`config.mk`:
```
export PLATFORM = sky130hd
export DESIGN_NAME = mc_main_control
export DESIGN_NICKNAME = d
export VERILOG_FILES = /design/src/rtl/mips_ctrl_pkg.sv /design/src/rtl/mc_main_control.sv
export SDC_FILE = /design/constraint.sdc
export NUM_CORES = 1
export LEC_CHECK = 0
export CELL_PAD_IN_SITES_DETAIL_PLACEMENT = 1
export CELL_PAD_IN_SITES_GLOBAL_PLACEMENT = 2
export CORE_ASPECT_RATIO = 0.8
export CORE_MARGIN = 1.5
export CORE_UTILIZATION = 15
export DETAILED_ROUTE_END_ITERATION = 8
export GPL_TIMING_DRIVEN = 0
export PLACE_DENSITY_LB_ADDON = 0.1
export SLEW_MARGIN = 20
export SYNTH_ARGS = -nofsm -noshare
export SYNTH_HDL_FRONTEND = slang
export SYNTH_SLANG_ARGS = --single-unit
```
`constraint.sdc`:
```
create_clock -name clk -period 1.2 [get_ports clk]
set_clock_uncertainty 0.05 [all_clocks]
set_input_delay 0.24 -clock clk [delete_from_list [all_inputs] [get_ports clk]]
set_output_delay 0.24 -clock clk [all_outputs]
set_load 0.02 [all_outputs]
```
`src/rtl/mips_ctrl_pkg.sv`:
```
// Shared encodings for the multicycle MIPS control path: opcodes, ALU op
// classes, datapath mux selects and the main-controller state codes.
package mips_ctrl_pkg;

  localparam logic [5:0] OP_RTYPE = 6'b000000;
  localparam logic [5:0] OP_LW    = 6'b100011;
  localparam logic [5:0] OP_SW    = 6'b101011;
  localparam logic [5:0] OP_BEQ   = 6'b000100;
  localparam logic [5:0] OP_BNE   = 6'b000101;
  localparam logic [5:0] OP_J     = 6'b000010;
  localparam logic [5:0] OP_ADDI  = 6'b001000;

  localparam logic [1:0] ALUOP_ADD   = 2'b00;
  localparam logic [1:0] ALUOP_SUB   = 2'b01;
  localparam logic [1:0] ALUOP_FUNCT = 2'b10;

  localparam logic [1:0] SRCB_REG     = 2'b00;
  localparam logic [1:0] SRCB_FOUR    = 2'b01;
  localparam logic [1:0] SRCB_IMM     = 2'b10;
  localparam logic [1:0] SRCB_IMM_SH2 = 2'b11;

  localparam logic [1:0] PCSRC_ALU    = 2'b00;
  localparam logic [1:0] PCSRC_ALUOUT = 2'b01;
  localparam logic [1:0] PCSRC_JUMP   = 2'b10;

  // Codes 10/11 exist only when the addi extension is built in.
  typedef enum logic [3:0] {
    S_FETCH  = 4'd0,
    S_DECODE = 4'd1,
    S_MEMADR = 4'd2,
    S_MEMRD  = 4'd3,
    S_MEMWB  = 4'd4,
    S_MEMWR  = 4'd5,
    S_EXEC   = 4'd6,
    S_ALUWB  = 4'd7,
    S_BRANCH = 4'd8,
    S_JUMP   = 4'd9,
    S_ADDIEX = 4'd10,
    S_ADDIWB = 4'd11
  } state_e;

endpackage

```
`src/rtl/mc_main_control.sv`:
```
// Multicycle MIPS main controller: Moore outputs from the state register,
// with mem_ready gating the memory states. Optional addi path: MC_MAIN_CONTROL_ADDI_EN.
module mc_main_control
  import mips_ctrl_pkg::*;
#(
  parameter int MEM_HANDSHAKE = 1
) (
  input  logic       clk,
  input  logic       reset,
  input  logic [5:0] opcode,
  input  logic       mem_ready,
  output logic       pc_write,
  output logic       pc_write_beq,
  output logic       pc_write_bne,
  output logic       iord,
  output logic       mem_read,
  output logic       mem_write,
  output logic       ir_write,
  output logic       mem_to_reg,
  output logic       reg_dst,
  output logic       reg_write,
  output logic       alu_src_a,
  output logic [1:0] alu_src_b,
  output logic [1:0] alu_op,
  output logic [1:0] pc_source,
  output logic       illegal_op,
  output logic [3:0] state_o
);

  state_e state_q, state_d;
  logic   mr;
  logic   op_legal;

  assign mr      = (MEM_HANDSHAKE != 0) ? mem_ready : 1'b1;
  assign state_o = state_q;

  always_comb begin
    op_legal = 1'b0;
    case (opcode)
      OP_RTYPE, OP_LW, OP_SW, OP_BEQ, OP_BNE, OP_J: op_legal = 1'b1;
`ifdef MC_MAIN_CONTROL_ADDI_EN
      OP_ADDI: op_legal = 1'b1;
`endif
      default: op_legal = 1'b0;
    endcase
  end

  always_ff @(posedge clk) begin
    if (reset) state_q <= S_FETCH;
    else       state_q <= state_d;
  end

  always_comb begin
    state_d = S_FETCH;
    case (state_q)
      S_FETCH:  state_d = mr ? S_DECODE : S_FETCH;
      S_DECODE: begin
        case (opcode)
          OP_LW, OP_SW:   state_d = S_MEMADR;
          OP_RTYPE:       state_d = S_EXEC;
          OP_BEQ, OP_BNE: state_d = S_BRANCH;
          OP_J:           state_d = S_JUMP;
`ifdef MC_MAIN_CONTROL_ADDI_EN
          OP_ADDI:        state_d = S_ADDIEX;
`endif
          default:        state_d = S_FETCH;
        endcase
      end
      S_MEMADR: state_d = (opcode == OP_SW) ? S_MEMWR : S_MEMRD;
      S_MEMRD:  state_d = mr ? S_MEMWB : S_MEMRD;
      S_MEMWB:  state_d = S_FETCH;
      S_MEMWR:  state_d = mr ? S_FETCH : S_MEMWR;
      S_EXEC:   state_d = S_ALUWB;
      S_ALUWB:  state_d = S_FETCH;
      S_BRANCH: state_d = S_FETCH;
      S_JUMP:   state_d = S_FETCH;
`ifdef MC_MAIN_CONTROL_ADDI_EN
      S_ADDIEX: state_d = S_ADDIWB;
      S_ADDIWB: state_d = S_FETCH;
`endif
      default:  state_d = S_FETCH;
    endcase
  end

  always_comb begin
    pc_write     = 1'b0;
    pc_write_beq = 1'b0;
    pc_write_bne = 1'b0;
    iord         = 1'b0;
    mem_read     = 1'b0;
    mem_write    = 1'b0;
    ir_write     = 1'b0;
    mem_to_reg   = 1'b0;
    reg_dst      = 1'b0;
    reg_write    = 1'b0;
    alu_src_a    = 1'b0;
    alu_src_b    = SRCB_REG;
    alu_op       = ALUOP_ADD;
    pc_source    = PCSRC_ALU;
    illegal_op   = 1'b0;
    case (state_q)
      S_FETCH: begin
        mem_read  = 1'b1;
        alu_src_b = SRCB_FOUR;
        ir_write  = mr;
        pc_write  = mr;
      end
      S_DECODE: begin
        alu_src_b  = SRCB_IMM_SH2;
        illegal_op = ~op_legal;
      end
      S_MEMADR: begin
        alu_src_a = 1'b1;
        alu_src_b = SRCB_IMM;
      end
      S_MEMRD: begin
        mem_read = 1'b1;
        iord     = 1'b1;
      end
      S_MEMWB: begin
        reg_write  = 1'b1;
        mem_to_reg = 1'b1;
      end
      S_MEMWR: begin
        mem_write = 1'b1;
        iord      = 1'b1;
      end
      S_EXEC: begin
        alu_src_a = 1'b1;
        alu_op    = ALUOP_FUNCT;
      end
      S_ALUWB: begin
        reg_write = 1'b1;
        reg_dst   = 1'b1;
      end
      S_BRANCH: begin
        alu_src_a    = 1'b1;
        alu_op       = ALUOP_SUB;
        pc_source    = PCSRC_ALUOUT;
        pc_write_beq = (opcode == OP_BEQ);
        pc_write_bne = (opcode == OP_BNE);
      end
      S_JUMP: begin
        pc_write  = 1'b1;
        pc_source = PCSRC_JUMP;
      end
`ifdef MC_MAIN_CONTROL_ADDI_EN
      S_ADDIEX: begin
        alu_src_a = 1'b1;
        alu_src_b = SRCB_IMM;
      end
      S_ADDIWB: reg_write = 1'b1;
`endif
      default: ;
    endcase
    // Reset aborts the instruction: no architectural write in the reset cycle.
    if (reset) begin
      pc_write   = 1'b0;
      ir_write   = 1'b0;
      reg_write  = 1'b0;
      mem_write  = 1'b0;
      illegal_op = 1'b0;
    end
  end

endmodule

```
# Word-level counts from Yosys, hierarchy flattened
# Index checks and enable logic that the tools add are counted.
word_totals:
  wordCells: 52
  output_inout_bits: 22
  ff_bits: 4
  in_bits: 9
op_classes:
  n_bitwise: 1
  reduce_logical: 9
  mux: 27
  n_eq_ne: 14
ops:
  columns: ["op", "n"]
  rows:
  - ["$pmux W4 S6", 1]
  - ["$mux W1", 18]
  - ["$eq A4 B3 Y1 const B", 4]
  - ["$pmux W4 S4", 1]
  - ["$eq A6 B3 Y1 const B", 2]
  - ["$eq A6 B6 Y1 const B", 2]
  - ["$reduce_or A2 Y1", 5]
  - ["$mux W3", 3]
  - ["$eq A4 B2 Y1 const B", 2]
  - ["$eq A4 B4 Y1 const B", 2]
  - ["$pmux W2 S2", 2]
  - ["$eq A6 B2 Y1 const B", 1]
  - ["$logic_not A6 Y1", 1]
  - ["$pmux W2 S3", 1]
  - ["$reduce_or A6 Y1", 1]
  - ["$eq A4 B1 Y1 const B", 1]
  - ["$logic_not A4 Y1", 1]
  - ["$reduce_or A3 Y1", 1]
  - ["$pmux W1 S2", 1]
  - ["$not A1 Y1", 1]

# Logic depth before layout (Yosys ltp)
depth:
  word_depth: 6
  depth_mapped: 5
  ltp_nobuf: 4

# Worst setup path after synthesis
# OpenSTA, ideal clock, no wires.
synth_path:
  path_kind: "register -> output"
  startpoint: "reg state_q[1], in the netlist state_o[1]"
  endpoint: "out pc_write_beq"
  stages_incl_launch_ff: 5
  arrival_time_ns: 1.669
  setup_slack_ns: -0.759
  path_cell_list: "dfxtp_1 -> buf_2 -> nor3_1 -> nand2_1 -> nor2_1"
synth_via:
  elab_chain_cells: 2
synth_rtl:
  columns: ["element", "line", "rtl"]
  rows:
  - ["start: declaration", "mc_main_control.sv:30", "state_e state_q, state_d;"]
  - ["start signal: assignment", "mc_main_control.sv:50", "else state_q <= state_d;"]
  - ["$eq A4 B4 Y1", "mc_main_control.sv:101", "case (state_q)"]
  - ["$mux W1", "mc_main_control.sv:101", null]
  - ["end: declaration", "mc_main_control.sv:13", "output logic pc_write_beq,"]
# Every way passes these cells.

# Final worst setup path
layout_path:
  startpoint: "reg state_q[2], in the netlist state_o[2]"
  endpoint: "out ir_write"
layout_via:
  elab_chain_cells: 3
layout_rtl:
  columns: ["element", "line", "rtl"]
  rows:
  - ["$logic_not A4 Y1", "mc_main_control.sv:101", null]
  - ["$mux W1", "mc_main_control.sv:101", null]
  - ["$mux W1", "mc_main_control.sv:157", "if (reset) begin"]
  - ["end: declaration", "mc_main_control.sv:18", "output logic ir_write,"]
# Every way passes these cells.

==> results.toml <==
[run_status]
status = "finished with violations"
failed_checks = "setup timing"

[place]
globalplace.congestion = 0.689
io_buffer_count = 29
hpwl_mm = 1.66
place_ws_ns = -1.19

[power]
power.density_mw_per_mm2 = 515
p_leak_nw = 0.657
ir_drop_mv = 0.701
finalPower_mw = 0.873

[clocking]
clock_path_buffers = 2
cts_root_buf = "clkbuf_8"
cts_buffers = 3
path_clk_slew_ns = 0.04
ctsHtreeMaxLevel = 1
clkSinkCount = 4
cts_tree = "done"
clk_latency_ns = 0.22

[die]
boundaryPins = 31
core-area_mm2 = 0.00318
die_w_um = 68.6
dieArea_mm2 = 0.00381
chipHeight_um = 55.5
initial_utilization_pct = 16.3
rows = 18

[detailed_routing]
first_pass_iters = 4
dr.first_iter.drc_count = 7
drc = 0
vias = 906
ant_nets = 0
routed_wl_mm = 3.15
wl_per_cell_um = 16.3
vias_per_cell = 4.67

[critical_path]
r2r_slack_ns = -0.27
regToRegEndpoint = "state_o[0]"
worstSetupPathType = "reg2out"
cp-start-kind = "flip-flop"
cp-end-kind = "output port"
cp_max_fo = 4
critical_path_required_ns = 0.91
timing.rr.start = "state_o[0]"
ff2ff_path_depth = 5
worst_ep_arrival_time_ns = 1.44

[global_route]
grt_max_degree = 11
antenna_found_initial = 0
grt_usage_pct = 14.3
gr-total-overflow = 0
grt_pass1_vias = 831
grt_pass1_wl_mm = 4.21

[sta]
period_share_pct = 144
finalSetupViolCount = 24
hold_viol = 0
min_period_ns = 1.73
relSlewSlack_pct = 44.1
drv_slew = 0
fin_hold_ws_ns = 0.437
worstMarginPinSlew_ns = 0.839
setup_tns_ns = -7.92
fin_ws_ns = -0.529
fmax_ghz = 0.579
grt_setup_unrepaired = "true"

[layout]
nFillCells = 349
layout_common_cells = "buf_6 (30), buf_4 (26), nor3_4 (10), nor2_4 (6), dlygate4sd2_1 (6)"
post-route-util_pct = 53.3
area_growth_pct = 228
drive_gt1_share_pct = 78.6
antennaDiodeCount = 0
nets = 164
largest_reg_flops = 4
mostFrequentLayoutCell = "buf_6"

[hold_path]
min_from = "opcode[2]"
min_to = "state_o[0]"
hp-class = "in2reg"
hold_depth = 4

[synth]
syn_inst = 82
ys_seq_area_share_pct = 15.5
ys_types = 31
syn_nets = 91
synth_seq_cells = 4
synth_area_um2 = 517
yosysWarningCount = 0
avgSynthCellArea_um2 = 6.30

[run]
cap_violations = 0
-- timing repair --
| action | CTS | global route |
|---|---|---|
| endpoints found under the setup margin | 26 | 25 |
| hold buffers | 0 | 0 |
| pin swaps | 14 | 17 |
| buffers inserted | 27 | 12 |
| resized for setup | 145 | 35 |
-- synth_stat cells, drive strengths merged --
library cell,n,area share (%)
or3,1,1.2
nor2b,1,1.2
nand2,6,4.4
o21ai,4,3.9
nand3,2,1.9
inv,3,2.2
nand3b,2,2.9
or2,4,5.8
nand2b,6,10
nor4,2,2.4
a311o,1,1.9
buf,3,3.9
a21oi,7,6.8
and3,1,1.2
nor2,12,8.7
xnor2,1,1.7
a311oi,1,1.7
o31ai,1,1.5
o311ai,1,1.7
dfxtp,4,15
nor3,13,13
clkbuf,3,2.2
o31a,1,1.7
nor3b,2,2.9
-- worst max path at each step --
stage               cells past startpoint          to        from
finish                                  4    ir_write  state_o[2]
global route                            4    ir_write  state_o[2]
CTS                                     4    ir_write  state_o[2]
detailed placement                      6    pc_write   mem_ready
global placement                        6  illegal_op   opcode[1]
floorplan                               3    ir_write  state_o[3]
-- worst max-delay path, stage by stage, from the launching register on --
cell,delay (ns)
dfxtp_4,0.34
or2_4,0.26
or3_4,0.34
nor3_4,0.13
buf_6,0.15
-- stage by stage --
step	instances	area, um2
after global placement	151	1120
after CTS	182	1500
after global routing	194	1690
after floorplan	82	783
after detailed placement	151	1120
final	194	1690
-- metal layers --
metal  GRT usage [%]  share of wire (%)
met4               0                  0
met3            2.44                3.7
met1            21.0                 43
met5               0                  0
met2            22.9                 53
-- where the power goes --
| group | switching, mW | internal (mW) | total [mW] |
|---|---|---|---|
| Clock | 0.0737 | 0.227 | 0.301 |
| Combinational | 0.212 | 0.224 | 0.435 |
| Sequential | 0.00431 | 0.133 | 0.137 |
-- cell type report --
cell class	instances	area, um2	area share (%)
Buffer	6	109	6.43
Clock buffer	4	45.0	2.66
Inverter	3	11.3	0.665
Multi-Input combinational cell	69	723	42.7
Sequential cell	4	95.1	5.61
Tap cell	40	50.0	2.95
Timing Repair Buffer	68	661	39.0
-- kinds of logic after synthesis --
logic type | Yosys count | synth area share (%)
AO/OA/AOI/OAI | 16 | 19.1
XOR/XNOR | 1 | 1.70
buffers and inverters | 9 | 8.23
flip-flops | 4 | 15.5
AND/OR/NAND/NOR | 52 | 55.4
(Power assumes the default switching activity.)
==> patch 1 (same flow settings) <==
Build with the macro `MC_MAIN_CONTROL_ADDI_EN` defined.
--- a/src/rtl/mc_main_control.sv
+++ b/src/rtl/mc_main_control.sv
@@ -1,4 +1,6 @@
 // Multicycle MIPS main controller: Moore outputs from the state register,
 // with mem_ready gating the memory states. Optional addi path: MC_MAIN_CONTROL_ADDI_EN.
+`define MC_MAIN_CONTROL_ADDI_EN
+
 module mc_main_control
   import mips_ctrl_pkg::*;
Function: changed (Yosys sat finds a counterexample within 4 cycles, from zero or initial values and one cycle with reset high).
==> patch 1 against the original RTL <==
- the flow still finishes with violations (setup timing)
- setup slack better by 0.030 ns
- utilization is 12 points lower
- first-iteration DRC count increased by 86%
- highest routed layer is now met4
- cell count up 3.6%
- wire length decreased by 4.8%
- synthesized area grew 20%
- critical endpoint is now pc_write_bne
- sequential cell count stayed put
- sequential share of layout area rose by 0.10 points
- critical path depth increased by 2
- combinational power down 34%
- power down 16%
- final area decreased by 4.4%
==> patch 1: results (changes against the original RTL) <==
* Most common library cells after synthesis: nor2_1 (18), nor3_1 (11), a21oi_1 (8)
* Largest cells by area after synthesis: dfxtp_1 (13%), nor2_1 (11%), nor3_1 (8.9%)
* Critical Path AT at 1.41 ns (-0.03 ns)
* Min setup slack post-route at -0.498 ns (+0.0304 ns)
* Global-route wire length before repair at 4710 um (+12%)
* Max layer used: met4
* Metal3 WL at 88 um (-25%)
* Placed Cells at 173 (+15%)
* Seq pwr share at 18.5% (+2.8 points)
* Met3 Track Usage GR at 1.50% (-0.95 points)
* Library cells used by synthesis at 32 (+3.2%)
* CP max FO at 5 (+1)
* Hold_ws at 0.368 ns (-0.0696 ns)
* GP Congestion at 0.695 (+0.78%)
* Setup violations, final at 22 (-8.3%)
* Status: finished, violations left
* Leakage at 0.628 nW (-4.4%)
* Share of cells above drive strength 1 at 74.0% (-4.6 points)
* Crit path largest cell delay at 0.32 ns (-0.02 ns)
* Internal at 0.000499 W (-15%)
* Layout Nets at 156 (-4.9%)
* Met1 WL at 1460 um (+6.9%)
* Vias per cell at 4.42 (-5.3%)
* Critical-path top delay cell: dfxtp_2
* Failing checks: setup timing
* Min-Delay Endpoint: state_o[1]$_SDFF_PP0_
* Compound-Gate Fraction of Synth Area at 20.2% (+1.0 points)
* Placement Cell Area at 1130 um^2 (+0.56%)
* FILL cells at 442 (+27%)
* Mapped Nets at 99 (+8.8%)
* Crit path to: pc_write_bne
* Pwr/cell area at 452 nW/um^2 (-12%)
* Syn avg cell area at 6.90 um^2 (+9.4%)
* Place WS at -1.39 ns (-0.202 ns)
* TNS Setup at -7.14 ns (+0.772 ns)
* Critical R2R Capture: state_o[2]$_SDFF_PP0_
-- patch 1: cell count changes after synthesis, moves of 2 or more --
cell	unedited run	this run
or2_4	2	0
o21ai_0	2	4
o21ai_1	2	0
o21bai_1	0	3
nor2_1	12	18
mux2i_1	0	3
clkbuf_8	0	4
nand2_1	6	3
nor3_1	13	11
clkbuf_1	3	1
nand2b_4	2	0
-- patch 1: cell families after synthesis --
| family | after synthesis |
|---|---|
| buffers and inverters | 10 |
| AOI/OAI and AO/OA | 20 |
| muxes | 3 |
| and+or+nand+nor | 52 |
| DFF | 4 |
| xor gates and xnor gates | 1 |
-- patch 1: repair_timing --
action                     in CTS  in global routing
buffers inserted               15                 10
setup endpoints to repair      26                 24
pin swaps                      17                 15
gates resized for setup       160                 34
cloned                          0                  1
-- patch 1: final cells by class --
class	count	area, um^2	area share, %
plain buffers	8	146	9.03
clock buffers	4	45.0	2.78
inverters	2	7.51	0.463
multi-input cells	76	763	47.1
flip-flops and latches	4	92.6	5.71
well taps	55	68.8	4.25
repair buffers	52	497	30.7
==> patch 2 (same flow settings) <==
Without the edit above. Reset style: asynchronous (`reset`), changed in one clocked block.
--- a/src/rtl/mc_main_control.sv
+++ b/src/rtl/mc_main_control.sv
@@ -46,5 +46,5 @@
   end
 
-  always_ff @(posedge clk) begin
+  always_ff @(posedge clk or posedge reset) begin
     if (reset) state_q <= S_FETCH;
     else       state_q <= state_d;
Formal check against the unedited RTL: differs if reset is asserted again (counterexample within 4 cycles, from zero or initial values and one cycle with reset high); with reset held inactive, the same outputs for 10 cycles.
==> patch 2 against the original RTL <==
- the run still ends with setup timing left
- global-route usage fell by 3.2 points
- setup slack got worse by 0.25 ns
- non-clock buffer count down 26
- critical path type unchanged
- utilization fell by 15 points
- wire length shrank 28%
- register-to-register slack got worse by 0.47 ns
- sequential cell count unchanged
- synthesized area is 5.8% higher
- final area down 21%
Power is left out: it rests on default switching activity, and per cell area and clock period it moved more than threefold.
==> patch 2: results (changes against the original RTL) <==
* Clock Latency Late Sink at 0.21 ns
* Largest net degree at the start of global routing at 11 (unchanged)
* Layout Nets at 128 (-22%)
* Register area share after synthesis at 18.3% (+2.8 points)
* TritonRoute pass-1 iters at 2 (-2)
* Vias per cell at 4.66 (-0.30%)
* FILL cells at 394 (+13%)
* Worst hold path class: in -> async
* Setup violations, final at 23 (-4.2%)
* Status: finished, violations left
* Maximum root-to-sink buffer count at 2 (unchanged)
* Synth Flop Type: dfrtp_1
* Asr flop ratio synth at 100% (+100 points)
* Initial DRC Count at 13 (+6)
* CP max FO at 5 (+1)
* Gr ovfl total at 0 (unchanged)
* Min setup slack post-route at -0.777 ns (-0.248 ns)
* Actual slew at the worst max-slew pin at 0.443 ns (-0.396 ns)
* Largest cells by area after synthesis: dfrtp_1 (18%), nor3b_1 (11%), nor2b_1 (6.9%)
* CTS root buf: clkbuf_8
* Global-route wire length before repair at 3570 um (-15%)
* Mapped Nets at 82 (-9.9%)
* H-tree level count at 1 (unchanged)
* Synth Area in Adders at 0% (unchanged)
* Mux cell area share after synthesis at 0% (unchanged)
* Number of flip-flops in the largest register at 4 (unchanged)
* Detailed Place HPWL at 1620 um (-2.0%)
* Placement Cell Area at 1110 um^2 (-1.0%)
* XOR/XNOR Fraction of Synth Area at 1.60% (-0.093 points)
* Reg clk slew, reported paths at 0.03 ns
* # port buffers at 30 (+3.4%)
* Failing checks: setup timing
* Compound-Gate Fraction of Synth Area at 13.0% (-6.1 points)
* CTS buffer count at 3 (unchanged)
* TNS Setup at -11.76 ns (-3.84 ns)
* GP Congestion at 0.734 (+6.4%)
* Total number of yosys warnings at 0 (unchanged)
* Most common library cells after synthesis: nor3b_1 (8), nor2_1 (7), nor2b_1 (6)
* Share of cells above drive strength 1 at 68.6% (-9.9 points)
* GRT Overall Usage at 11.1% (-3.2 points)
* Library cells used by synthesis at 32 (+3.2%)
* ANT cells at 0 (unchanged)
* Detailed Route WL at 2260 um (-28%)
* Number of global-route vias before repair at 745 (-10%)
* Initial antenna violation count at 0 (unchanged)
[patch 2: cell types whose count changed in the layout (fill, tap and decap cells not counted), moves of 4 or more]
cell,unedited run,this run
dfxtp_4,4,0
dfrtp_2,0,4
nor2_4,6,1
nor3_4,10,3
buf_6,30,14
buf_4,26,13
nand2b_4,5,1
clkdlybuf4s50_1,0,5
a21oi_1,5,1
[patch 2: logic make-up after synthesis]
family | Yosys count
AOI/OAI and AO/OA | 10
buffers and inverters | 8
and+or+nand+nor | 50
xor gates and xnor gates | 1
DFF | 4
[patch 2: layout make-up]
| class | instances | area share, % |
|---|---|---|
| sequential | 4 | 7.81 |
| inverter | 1 | 0.279 |
| clock buffer | 4 | 3.35 |
| tap | 42 | 3.91 |
| buffer | 7 | 8.37 |
| timing repair buffer | 41 | 29.1 |
| multi-input combinational | 61 | 47.2 |
[patch 2: routing by layer]
layer	track usage, %	vias to the layer above	part of all wire (%)
met5	0	-	0
met4	1.65	0	0
met3	2.30	0	3.7
met2	17.4	12	47
met1	16.2	365	49
li1	-	368	-
[patch 2: per-stage QoR]
step	utilization [%]	setup WS [ns]	instances
final	38.8	-0.777	160
after global placement	32.0	-1.33	145
after CTS	36.5	-0.786	156
after global routing	38.8	-0.821	160
after detailed placement	32.0	-1.29	145
after floorplan	-	-0.632	73
[patch 2: critical path, cell delays in order, from the launching register on]
cell     delay (ns)
dfrtp_2        0.39
buf_6          0.13
or4b_4         0.57
nor2_4         0.09
and3_4         0.18
buf_6          0.11
[patch 2: repair_timing]
action                     in CTS  in global routing
setup endpoints to repair      26                 25
hold buffers                    0                  0
setup buffers                   7                  5
pin swaps                       4                  5
resized for setup             118                 19
[patch 2: final timing paths]
kind	startpoint	end	slack (ns)	depth (start not counted)
worst min register to register	state_o[2]$_DFF_PP0_	state_o[3]$_DFF_PP0_	0.69	3
worst max register to register	state_o[1]$_DFF_PP0_	state_o[2]$_DFF_PP0_	-0.74	5
worst max-delay path	state_o[1]$_DFF_PP0_	illegal_op	-0.78	5
max in group asynchronous	reset	state_o[1]$_DFF_PP0_	0.70	2
worst min-delay path	reset	state_o[2]$_DFF_PP0_	0.21	2
min in group clk	opcode[0]	state_o[2]$_DFF_PP0_	0.56	3
